===== config.mk =====
export PLATFORM = sky130hd
export DESIGN_NAME = usb_transmitter
export DESIGN_NICKNAME = d
export VERILOG_FILES = /design/src/rtl/usb_transmitter.sv
export SDC_FILE = /design/constraint.sdc
export NUM_CORES = 1
export LEC_CHECK = 0
export ABC_AREA = 1
export BUFFER_PORTS_ARGS = -buffer_cell sky130_fd_sc_hd__buf_2
export CAP_MARGIN = 20
export CORE_MARGIN = 2
export CORE_UTILIZATION = 35
export DETAILED_ROUTE_END_ITERATION = 12
export GPL_TIMING_DRIVEN = 0
export SYNTH_ARGS = -nofsm -noshare
export SYNTH_HDL_FRONTEND = slang
export SYNTH_SLANG_ARGS = --single-unit

===== constraint.sdc =====
create_clock -name clk -period 3.88 [get_ports clk]
set_clock_uncertainty 0.05 [all_clocks]
set_input_delay 0.776 -clock clk [delete_from_list [all_inputs] [get_ports clk]]
set_output_delay 0.776 -clock clk [all_outputs]
set_load 0.05 [all_outputs]

===== src/rtl/usb_transmitter.sv =====
// USB low-level packet transmitter: SYNC, NRZI-coded payload and EOP from a one-byte pending buffer.
// Define USB_TX_BIT_STUFF_EN to insert a stuff bit after six consecutive transmitted ones.
//
// state   | meaning
// --------+-------------------------------------------------------------
// IDLE    | line at J, ready for the first byte of a packet
// SYNC    | shifting out the 8'h80 sync pattern
// DATA    | shifting out payload bits, LSB first
// STUFF   | one inserted bit time (line toggle), no payload consumed
// EOP_SE0 | both lines low for two bit times
// EOP_J   | line at J for one bit time before returning to IDLE

module usb_transmitter #(
  parameter int CLKS_PER_BIT = 8
) (
  input  logic       clk,
  input  logic       n_rst,
  input  logic [7:0] tx_data,
  input  logic       tx_valid,
  input  logic       tx_last,
  output logic       tx_ready,
  output logic       d_plus,
  output logic       d_minus,
  output logic       transmitting,
  output logic       tx_error
);

  localparam int TW = $clog2(CLKS_PER_BIT);
  localparam logic [TW-1:0] TC_LOAD = TW'(CLKS_PER_BIT - 1);

`ifdef USB_TX_BIT_STUFF_EN
  localparam bit STUFF_EN = 1'b1;
`else
  localparam bit STUFF_EN = 1'b0;
`endif

  typedef enum logic [2:0] {IDLE, SYNC, DATA, STUFF, EOP_SE0, EOP_J} state_t;

  state_t        state;
  logic [TW-1:0] bit_timer;
  logic [2:0]    bit_idx;
  logic [2:0]    ones_cnt;
  logic [7:0]    shift_data;
  logic          shift_last;
  logic [7:0]    pend_data;
  logic          pend_last;
  logic          pend_valid;

  logic       accept;
  logic       bit_end;
  logic       byte_end;
  logic       stuff_due;
  logic       have_next;
  logic       advancing;
  logic       load_next;
  logic [7:0] next_data;
  logic       next_last;
  logic [2:0] adv_idx;
  logic       adv_bit;

  // SYNC is carried in the shifter, so its last bit is an ordinary byte boundary
  assign tx_ready  = (state == IDLE) ||
                     ((state == SYNC || state == DATA) && byte_end && !shift_last && !pend_valid);
  assign accept    = tx_valid && tx_ready;
  assign bit_end   = (bit_timer == '0);
  assign byte_end  = (bit_idx == 3'd7);
  assign stuff_due = STUFF_EN && (ones_cnt == 3'd6);
  assign have_next = pend_valid || accept;
  assign next_data = pend_valid ? pend_data : tx_data;
  assign next_last = pend_valid ? pend_last : tx_last;
  assign advancing = bit_end &&
                     (state == SYNC || state == STUFF || (state == DATA && !stuff_due));
  assign load_next = advancing && byte_end && !shift_last && have_next;

  always_comb begin
    adv_idx = bit_idx + 3'd1;
    adv_bit = shift_data[adv_idx];
    if (byte_end) begin
      adv_idx = 3'd0;
      adv_bit = next_data[0];
    end
  end

  always_ff @(posedge clk or negedge n_rst) begin
    if (!n_rst) begin
      pend_valid <= 1'b0;
      pend_data  <= '0;
      pend_last  <= 1'b0;
    end else if (load_next) begin
      pend_valid <= 1'b0;
    end else if (accept) begin
      pend_valid <= 1'b1;
      pend_data  <= tx_data;
      pend_last  <= tx_last;
    end
  end

  always_ff @(posedge clk or negedge n_rst) begin
    if (!n_rst) begin
      state        <= IDLE;
      bit_timer    <= '0;
      bit_idx      <= '0;
      ones_cnt     <= '0;
      shift_data   <= '0;
      shift_last   <= 1'b0;
      d_plus       <= 1'b1;
      d_minus      <= 1'b0;
      transmitting <= 1'b0;
      tx_error     <= 1'b0;
    end else begin
      tx_error <= 1'b0;
      case (state)
        IDLE: begin
          d_plus       <= 1'b1;
          d_minus      <= 1'b0;
          transmitting <= 1'b0;
          if (accept) begin
            state        <= SYNC;
            transmitting <= 1'b1;
            shift_data   <= 8'h80;
            shift_last   <= 1'b0;
            bit_idx      <= 3'd0;
            ones_cnt     <= 3'd0;
            bit_timer    <= TC_LOAD;
            d_plus       <= 1'b0;
            d_minus      <= 1'b1;
          end
        end

        SYNC, DATA, STUFF: begin
          if (!bit_end) begin
            bit_timer <= bit_timer - 1'b1;
          end else begin
            bit_timer <= TC_LOAD;
            if (state == DATA && stuff_due) begin
              state    <= STUFF;
              ones_cnt <= 3'd0;
              d_plus   <= ~d_plus;
              d_minus  <= d_plus;
            end else if (byte_end && (shift_last || !have_next)) begin
              state    <= EOP_SE0;
              bit_idx  <= 3'd0;
              d_plus   <= 1'b0;
              d_minus  <= 1'b0;
              tx_error <= !shift_last;
            end else begin
              state   <= DATA;
              bit_idx <= adv_idx;
              if (byte_end) begin
                shift_data <= next_data;
                shift_last <= next_last;
              end
              if (adv_bit) begin
                ones_cnt <= (ones_cnt == 3'd7) ? 3'd7 : ones_cnt + 3'd1;
              end else begin
                ones_cnt <= 3'd0;
                d_plus   <= ~d_plus;
                d_minus  <= d_plus;
              end
            end
          end
        end

        EOP_SE0: begin
          if (!bit_end) begin
            bit_timer <= bit_timer - 1'b1;
          end else begin
            bit_timer <= TC_LOAD;
            if (bit_idx == 3'd0) begin
              bit_idx <= 3'd1;
            end else begin
              state   <= EOP_J;
              d_plus  <= 1'b1;
              d_minus <= 1'b0;
            end
          end
        end

        EOP_J: begin
          if (!bit_end) begin
            bit_timer <= bit_timer - 1'b1;
          end else begin
            state        <= IDLE;
            transmitting <= 1'b0;
          end
        end

        default: begin
          state        <= IDLE;
          d_plus       <= 1'b1;
          d_minus      <= 1'b0;
          transmitting <= 1'b0;
        end
      endcase
    end
  end

endmodule


# After elaboration in Yosys (flattened, before gate mapping)
# Cells that the tools add are included.
[word_totals]
ff_bits = 32
inputBits = 12
out_inout_bits = 5
wordCells = 123
[classes]
addsub = 2
order_cmp = 1
n_eq_ne = 16
n_mux = 54
n_bitwise = 4
reduce_logical = 34
[ops]
columns = ["op", "count"]
rows = [
  ["$mux W3", 15],
  ["$mux W8", 5],
  ["$mux W1", 25],
  ["$reduce_and A5 Y1", 4],
  ["$ne A2 B2 Y1 const B", 9],
  ["$pmux W3 S3", 2],
  ["$pmux W8 S2", 1],
  ["$pmux W3 S4", 1],
  ["$eq A3 B3 Y1 const B", 3],
  ["$logic_and A1 B1 Y1", 9],
  ["$logic_not A3 Y1", 3],
  ["$pmux W1 S4", 2],
  ["$eq A3 B2 Y1 const B", 2],
  ["$logic_or A1 B1 Y1", 6],
  ["$reduce_bool A3 Y1", 2],
  ["$lt A3 B4 Y1 const B", 1],
  ["$not A1 Y1", 4],
  ["$reduce_and A2 Y1", 2],
  ["$reduce_bool A2 Y1", 2],
  ["$reduce_or A4 Y1", 1],
  ["$add A3 B1 Y3 const B", 1],
  ["$bmux W1 S3", 1],
  ["$eq A3 B1 Y1 const B", 1],
  ["$logic_not A1 Y1", 3],
  ["6 further kinds", 6],
]

# Longest topological paths before layout
# Gate-level depths: netlist (run 1).
[depth]
depth_word = 14
ltp_mapped = 15
ltp_nobuf = 15

# Worst setup path before layout (run 1)
# Ideal clock, no wire load.
[synth_path]
path_kind = "reg2reg"
from = "register bit_idx[0]"
to = "register pend_data[4]"
setup_ns = 0.127
arrival_ns = 1.971
required_time_ns = 3.703
setup_slack_ns = 1.731
path_stages_with_launch = 11
path_buffers = 1
synth_period_minus_slack_ns = 2.149
cell_sequence = "dfrtp_1 ha_1 ha_1 inv_1 nor2_2 nand3_1 nand2_2 nand2_4 nor2_2 buf_6 mux2_1"
[synth_via]
elab_chain_cells = 10
elab_cells_between_ends = 12
classes_between = "eq/ne: 1; bitwise: 1; reduce/logical: 10"
[synth_rtl]
columns = ["item", "line", "rtl"]
rows = [
  ["start: declaration", "41", "logic [2:0] bit_idx;"],
  ["start signal: assignment", "148", "bit_idx <= adv_idx;"],
  ["$eq A3 B3 Y1 (*)", "66", "assign byte_end = (bit_idx == 3'd7);"],
  ["$logic_and A1 B1 Y1 (*) (3 in a row)", "63", "((state == SYNC || state == DATA) && byte_end && !shift_last && !pend_valid);"],
  ["$logic_or A1 B1 Y1 (*)", "62", "assign tx_ready = (state == IDLE) ||"],
  ["net tx_ready", "21", "output logic tx_ready,"],
  ["$logic_and A1 B1 Y1 (*)", "64", "assign accept = tx_valid && tx_ready;"],
  ["$logic_or A1 B1 Y1", "68", "assign have_next = pend_valid || accept;"],
  ["$logic_and A1 B1 Y1", "73", "assign load_next = advancing && byte_end && !shift_last && have_next;"],
  ["$not A1 Y1 (no source line)", "n/a", ""],
  ["$reduce_and A2 Y1 (no source line) (*)", "n/a", ""],
  ["end signal: assignment", "93", "pend_data <= tx_data;"],
  ["end: declaration", "45", "logic [7:0] pend_data;"],
]
# The timed path passes the listed nets; every way through them passes the cells marked *.
# A chain may end at the register's enable or synchronous reset.

# Worst setup path after layout (run 1)
[layout_path]
from = "register bit_idx[0]"
to = "output tx_ready"
[layout_via]
elab_chain_cells = 5
[layout_rtl]
columns = ["item", "line"]
rows = [
  ["$eq A3 B3 Y1", "66"],
  ["$logic_and A1 B1 Y1 (3 in a row)", "63"],
  ["$logic_or A1 B1 Y1", "62"],
  ["end: declaration", "21"],
]
# Every way passes these cells.

==> metrics.md, run 1 <==
| Metric | Value |
|---|---|
| Yosys top cell by area | dfrtp_1 |
| Slew margin rel. | 0.5186 |
| Most frequent cells in the layout | nand2_1 (78), dfrtp_1 (31), inv_1 (22) |
| Most common cell after layout, fill and taps aside | nand2_1 |
| Clock Power Share | 0.167 |
| Die X | around 76 um |
| Root Buffer | clkbuf_8 |
| Routed wire length per instance | roughly 11 um |
| Crit path cell chain | ha_1, ha_1, inv_1, nor2_2, nand3_1, nand2_2, buf_2 |
| Post-CTS Setup Bufs | 0 |
| Drc violations | 0 |
| Post-synth top flop | dfrtp_1 |
| Reg-to-Reg Start | bit_idx[0]$_DFFE_PN0P_ |
| Worst Setup Start Kind | register |
| Post-synth EDFFs | 0 |
| Critical Path RT | between 3 and 4 ns |
| Initial detailed-routing violation count | 69 |
| Pin count of the biggest net entering global routing | 33 |
| Internal | 0.9521 mW |
| Starting Density | 0.3591 |
| NetSw | 0.7554 mW |
| Crit path DAT | 1.83 ns |
| CTS tree | done |
| Slowest-stage cell, CP | dfrtp_1 |
| Switch share | 0.4424 |
| Post-route insts no fill | between 300 and 400 |
| Nets | roughly 270 |
| Post-synth design cell area | 1810 sq um |
| Clk Latency, worst-skew pair | between 0.2 and 0.3 ns |
| Number of global-route vias before repair | between 1000 and 1500 |
| Routed WL | 3558 um |
| I/O pin cnt | 17 |
| H-tree depth | 2 |
| Top delay family on crit path | adder cells |
| Sink Count | 32 |
| Kind of critical path | register to primary output |
| Diode count | 0 |
| Area contributors post-synth | dfrtp_1 (43%), nand2_1 (16%), nand3_1 (5.0%) |
| Flop-to-flop setup slack | 1.62 ns |
| Total of max-cap violations | 0 |
| CP max FO | 6 |
| Final Critical Period | ~2.7 ns |
| Clock Pin Slew Worst Setup and Hold Paths | ~0.070 ns |
| Gate Count Post-Synth | between 200 and 250 |
| Final Cycle Share | 0.6854 |
| Post-synthesis register bit count | 32 |
| Routed Antenna Nets | 0 |
| PD cells | 823.1 nW/um^2 |
| Most Frequent Cell on Critical Path | ha_1 |
| Status | completed |
| Setup violators final | 0 |
| CP startpoint | bit_idx[0]$_DFFE_PN0P_ |
| Class of the worst hold path | register to register |
| Share of post-route cells with drive strength above 1 | 0.2258 |
| Unrepaired setup endpoints after global routing | false |
| Synth async-reset ratio | 1.000 |
| Combinational power share | 0.500 |
| First-pass GRT wire length | ~6600 um |
| Die area | ~5800 sq um |
| Std-Cell Rows | 26 |
| Synth warn | 0 |
| Pleak | approximately 1.1 nW |
| Register area share after synthesis | 0.4430 |
| First drt pass iteration count | 4 |
| Buf+Inv Stages, Crit Path | 2 |
| Vias | 1462 |
| Layout area overhead | 14.58% |
| Setup tns final | 0 ns |
| Syn nets | roughly 240 |
| Post-CTS Hold Buffers | 0 |
| Core area | 5042 sq um |
| Fmax | between 300 and 400 MHz |
| Die Y | 75.92 um |
| Worst vdd ir | roughly 0.37 mV |
| Vias/cell | around 4.6 |
| Hold wc startpoint | transmitting$_DFFE_PN0P_ |
| Fin. Hold Viols | 0 |
| Yosys top cell area share | 0.4285 |
| Post-DP HPWL | 2624 um |
| Cell variety after synth | 34 |
| Synthesized area per cell | around 8 sq um |
| Slew at the pin closest to its max-slew limit | ~0.72 ns |
| TritonCTS Buffers | 5 |
| Final Max Tran Viols | 0 |
| # port buffers | 16 |
| Total Routing Usage GR | 0.1421 |
| Max stage delay on crit path | between 0.4 and 0.5 ns |
| Worst Setup End Kind | primary output |
| Initial antenna violation count | 0 |
| CTS Buffer Depth | 2 |
| Dpl cells | approximately 310 |
| Total grt overflow | 0 |
| Seq pwr share | 0.334 |
| RD Place Congestion | a little over 0.8 |
| Resize count post-CTS | 0 |
[logic make-up after synthesis]
family / count (synthesis) / synth area share
compound gates: 28 / 0.1064
fa+ha+maj: 5 / 0.03455
buf+inv: 31 / 0.07533
flops: 32 / 0.4430
mux: 5 / 0.03317
simple gates: 124 / 0.3075
[power groups by stage]
stage	logic, mW	registers (mW)	clock network [mW]
floorplan	0.647	0.611	0
CTS	0.866	0.570	0.292
detailed placement	0.863	0.576	0
global placement	0.849	0.574	0
global route	0.992	0.592	0.306
finish	0.853	0.570	0.285
[worst paths after layout]
| kind | endpoint | depth (start not counted) |
|---|---|---|
| worst max-delay path | tx_ready | 7 |
| worst min-delay path | transmitting$_DFFE_PN0P_ | 2 |
| worst max register to register | pend_data[4]$_DFFE_PN0P_ | 10 |
| worst min register to register | transmitting$_DFFE_PN0P_ | 2 |
| max in group asynchronous | shift_last$_DFFE_PN0P_ | 1 |
| min in group asynchronous | pend_data[3]$_DFFE_PN0P_ | 1 |
[cell usage after synthesis (2+ instances only)]
cell type / count
a21oi_1: 3
clkbuf_1: 2
clkinv_1: 2
dfrtp_1: 31
ha_1: 5
inv_1: 22
inv_2: 2
mux2_2: 3
nand2_1: 78
nand2_2: 6
nand2_4: 2
nand3_1: 18
nor2_1: 12
nor2_2: 2
nor2_4: 2
o21ai_0: 8
o21ai_2: 9
o31ai_1: 2
[layer usage]
layer / GRT usage / share of wire
met1: 0.1773 / 0.48
met5: 0 / 0
met3: 0.03571 / 0.027
met2: 0.2321 / 0.48
met4: 0.06545 / 0.021
[final cells by class]
class                   count  area (sq um)
plain buffers               5         38.79
clock buffers               7         96.34
repair buffers             16         80.08
well taps                  70         87.58
fillers                   538          2968
flip-flops and latches     32         802.0
multi-input cells         162         872.1
inverters                  26         97.59
[sequential cells by signal, indices dropped and copies added (netlist names)]
signal,count
bit_idx,3
bit_timer,3
d_minus,1
d_plus,1
pend_data,8
pend_last,1
pend_valid,1
shift_data,8
shift_last,1
state,3
transmitting,1
tx_error,1
[worst register-to-register path, cell delays in order, from the launching register on]
cell	delay (ns)
dfrtp_1	0.43
ha_1	0.18
ha_1	0.26
inv_1	0.10
nor2_2	0.11
nand3_1	0.09
nand2_2	0.09
nand2_4	0.06
nor2_2	0.24
buf_6	0.19
mux2_1	0.32
[stage by stage]
stage            util  total power [mW]  hold slack, ns  instance area (sq um)  setup WS, ns
6_report       0.4114             1.707          0.4173                   2074         1.221
5_1_grt        0.4114             1.890          0.4659                   2074         1.025
4_1_cts        0.4114             1.729          0.4212                   2074         1.201
3_5_place_dp   0.3923             1.439          0.4040                   1978         1.532
3_3_place_gp   0.3923             1.423          0.4030                   1978         1.531
2_1_floorplan       -             1.258          0.4053                   1810         1.731
(Power assumes the default switching activity.)
==> run 2: changes to the inputs <==
ABC_AREA = 0   (was 1)
clock period = 2.31 ns   (was 3.88 ns; I/O delays follow)
==> run 2 against run 1 <==
Die area down 1.6%. Register-to-register slack worse by 1.6 ns. Clock power up 58%. Cell count shrank 19%. Wire length down 2.0%. Combinational power rose by 63%. Setup slack got worse by 1.2 ns. Critical endpoint is now d_minus$_DFFE_PN0P_. Highest routed layer unchanged.
==> metrics.md, run 2 <==
| Metric | Value |
|---|---|
| Routed wire length per instance | roughly 14 um |
| Setup tns final | 0 ns |
| Clk Latency, worst-skew pair | 0.29 ns |
| Vias/cell | 4.957 |
| Final Cycle Share | 0.9791 |
| Fmax | approximately 440 MHz |
| Cell variety after synth | 44 |
| Crit path DAT | 2.38 ns |
| Mux cell area share after synthesis | 0.2236 |
| Post-DP HPWL | approximately 2500 um |
| Total grt overflow | 0 |
| Multi-input gate area | between 900 and 1000 sq um |
| Post-synth design cell area | between 1500 and 2000 sq um |
| TritonCTS Buffers | 5 |
| Root Buffer | clkbuf_8 |
| Post-Synth Adder-Cell Area | 0.03516 |
| Largest family of logic cells by synthesized area | multiplexers |
| Final Max Tran Viols | 0 |
| Std-Cell Rows | 25 |
| Dpl cells | 246 |
| Pin count of the biggest net entering global routing | 33 |
| Initial detailed-routing violation count | 22 |
| Post-CTS Hold Buffers | 0 |
| Kind of critical path | register to register |
| Critical Path RT | 2.43 ns |
| Most common cell after layout, fill and taps aside | dfrtp_1 |
| Total of max-cap violations | 0 |
| Diode count | 0 |
| H-tree depth | 2 |
| Most frequent cells in the layout | dfrtp_1 (30), mux2_2 (19), buf_2 (17) |
| Clock Pin Slew Worst Setup and Hold Paths | about 0.070 ns |
| Routed Antenna Nets | 0 |
| Core area | 4817 sq um |
| I/O pin cnt | 17 |
| Area fraction in compound gates after synthesis | 0.1174 |
| Seq. cell area | 803.3 sq um |
| Post-route insts no fill | approximately 260 |
| Yosys top cell by area | dfrtp_1 |
| Biggest regs | pend_data x8, shift_data x8 |
| PD cells | between 1000 and 1500 nW/um^2 |
| Synth Area in XOR/XNOR | 0.009845 |
| Drc violations | 0 |
| First-pass GRT wire length | approximately 6100 um |
| CTS Buffer Depth | 2 |
| Commonest cells in the synthesized netlist | dfrtp_1 (31), mux2_2 (19), nand2_1 (14), nor2_1 (14), mux2i_1 (12) |
| Vias | roughly 1300 |
| Count leader, synth | dfrtp_1 |
| Die X | around 75 um |
| Area contributors post-synth | dfrtp_1 (44%), mux2_2 (12%), mux2i_1 (6.8%) |
| Slew margin rel. | 0.5110 |
| Slew at the pin closest to its max-slew limit | between 0.7 and 0.8 ns |
| Starting Density | 0.3694 |
| Final Critical Period | between 2 and 2.5 ns |
| Worst vdd ir | 0.4987 mV |
| Initial antenna violation count | 0 |
| Post-synth top flop | dfrtp_1 |
| Post-synthesis register bit count | 32 |
| Sink Count | 32 |
| Routed WL | 3486 um |
| Die area | 5670 sq um |
| Post-Synth Simple-Gate Area | 0.1308 |
| Synth warn | 0 |
| Share of post-route cells with drive strength above 1 | 0.3298 |
| # port buffers | 16 |
| Fin. Hold Viols | 0 |
| Number of global-route vias before repair | 1299 |
| Synth async-reset ratio | 1.000 |
| CTS tree | done |
| Class of the worst hold path | input pin to async pin |
| Nets | 207 |
| Yosys top cell area share | 0.4360 |
| Layout area overhead | 19.13% |
| Status | completed |
| Setup violators final | 0 |
| RD Place Congestion | 0.7929 |
| Die Y | 75.30 um |
| Register area share after synthesis | 0.4508 |
| Synthesized area per cell | 10.92 sq um |
| Gate Count Post-Synth | about 160 |
| Total Routing Usage GR | 0.1441 |
| Unrepaired setup endpoints after global routing | true |
| Pleak | about 1 nW |
| Worst Setup End Kind | register |
| Worst Setup Start Kind | register |
| First drt pass iteration count | 4 |
| Syn nets | 180 |
| Fillers | 468 |
| CP max FO | 3 |
| Post-synth EDFFs | 0 |
| Flop-to-flop setup slack | approximately 0.048 ns |
==> run 2: where the power goes <==
| part | total (mW) | switching (mW) | internal [mW] |
|---|---|---|---|
| combinational | 1.39 | 0.711 | 0.683 |
| sequential | 0.953 | 0.141 | 0.812 |
| clock | 0.450 | 0.213 | 0.238 |
| total | 2.80 | 1.07 | 1.73 |
==> run 2: worst max-delay path: stages (launching register included) <==
cell and delay (ns):
dfrtp_2 0.41, ha_1 0.20, ha_1 0.33, mux4_1 0.29, mux2i_1 0.19, mux2i_1 0.13, a31oi_2 0.22, mux2_1 0.34
==> run 2: path summary, 6_finish.rpt <==
check | start | endpoint | depth (start not counted)
worst max-delay path | bit_idx[0]$_DFFE_PN0P_ | d_minus$_DFFE_PN0P_ | 7
min in group clk | tx_data[5] | pend_data[5]$_DFFE_PN0P_ | 2
worst min register to register | d_minus$_DFFE_PN0P_ | d_minus$_DFFE_PN0P_ | 1
max in group asynchronous | n_rst | bit_idx[0]$_DFFE_PN0P_ | 1
worst max register to register | bit_idx[0]$_DFFE_PN0P_ | d_minus$_DFFE_PN0P_ | 7
worst min-delay path | n_rst | tx_error$_DFF_PN0_ | 1
==> run 2: area by class of cell <==
class                   count  area share
repair buffers             20     0.06080
multi-input cells         118      0.4469
flip-flops and latches     32      0.3790
plain buffers               7     0.01948
well taps                  67     0.03955
inverters                   6     0.01063
clock buffers               6     0.03896
clock inverters             2    0.004723
==> run 2: timing repair <==
item / CTS / global route
hold endpoints to repair: 0 / 0
buffers inserted: 1 / 3
resized for setup: 5 / 0
pin swaps: 1 / 1
setup endpoints to repair: 11 / 11
==> run 2: through the flow <==
step / hold slack, ns / util / instance area, sq um / total power, mW / setup WS (ns)
global placement: 0.4230 / 0.4086 / 1968 / 2.240 / -0.06429
floorplan: 0.1164 / - / 1804 / 1.990 / -0.02414
global route: 0.2468 / 0.4400 / 2120 / 3.026 / -0.03976
detailed placement: 0.4247 / 0.4086 / 1968 / 2.265 / -0.1259
finish: 0.1819 / 0.4400 / 2120 / 2.798 / 0.04833
CTS: 0.2043 / 0.4327 / 2085 / 2.786 / -0.02796
==> run 2: kinds of logic after synthesis <==
| kind of cell | count (synthesis) |
|---|---|
| adder cells (fa/ha/maj) | 5 |
| XOR/XNOR | 2 |
| flip-flops | 32 |
| AO/OA/AOI/OAI | 28 |
| multiplexers | 34 |
| buffers and inverters | 13 |
| AND/OR/NAND/NOR | 49 |
==> run 2: routing by layer <==
layer	track usage	vias up	wire length [um]
met5	0	-	0
met3	0.04365	7	121
met1	0.1838	615	1771
met2	0.2261	20	1531
met4	0.06433	0	61
li1	-	637	-
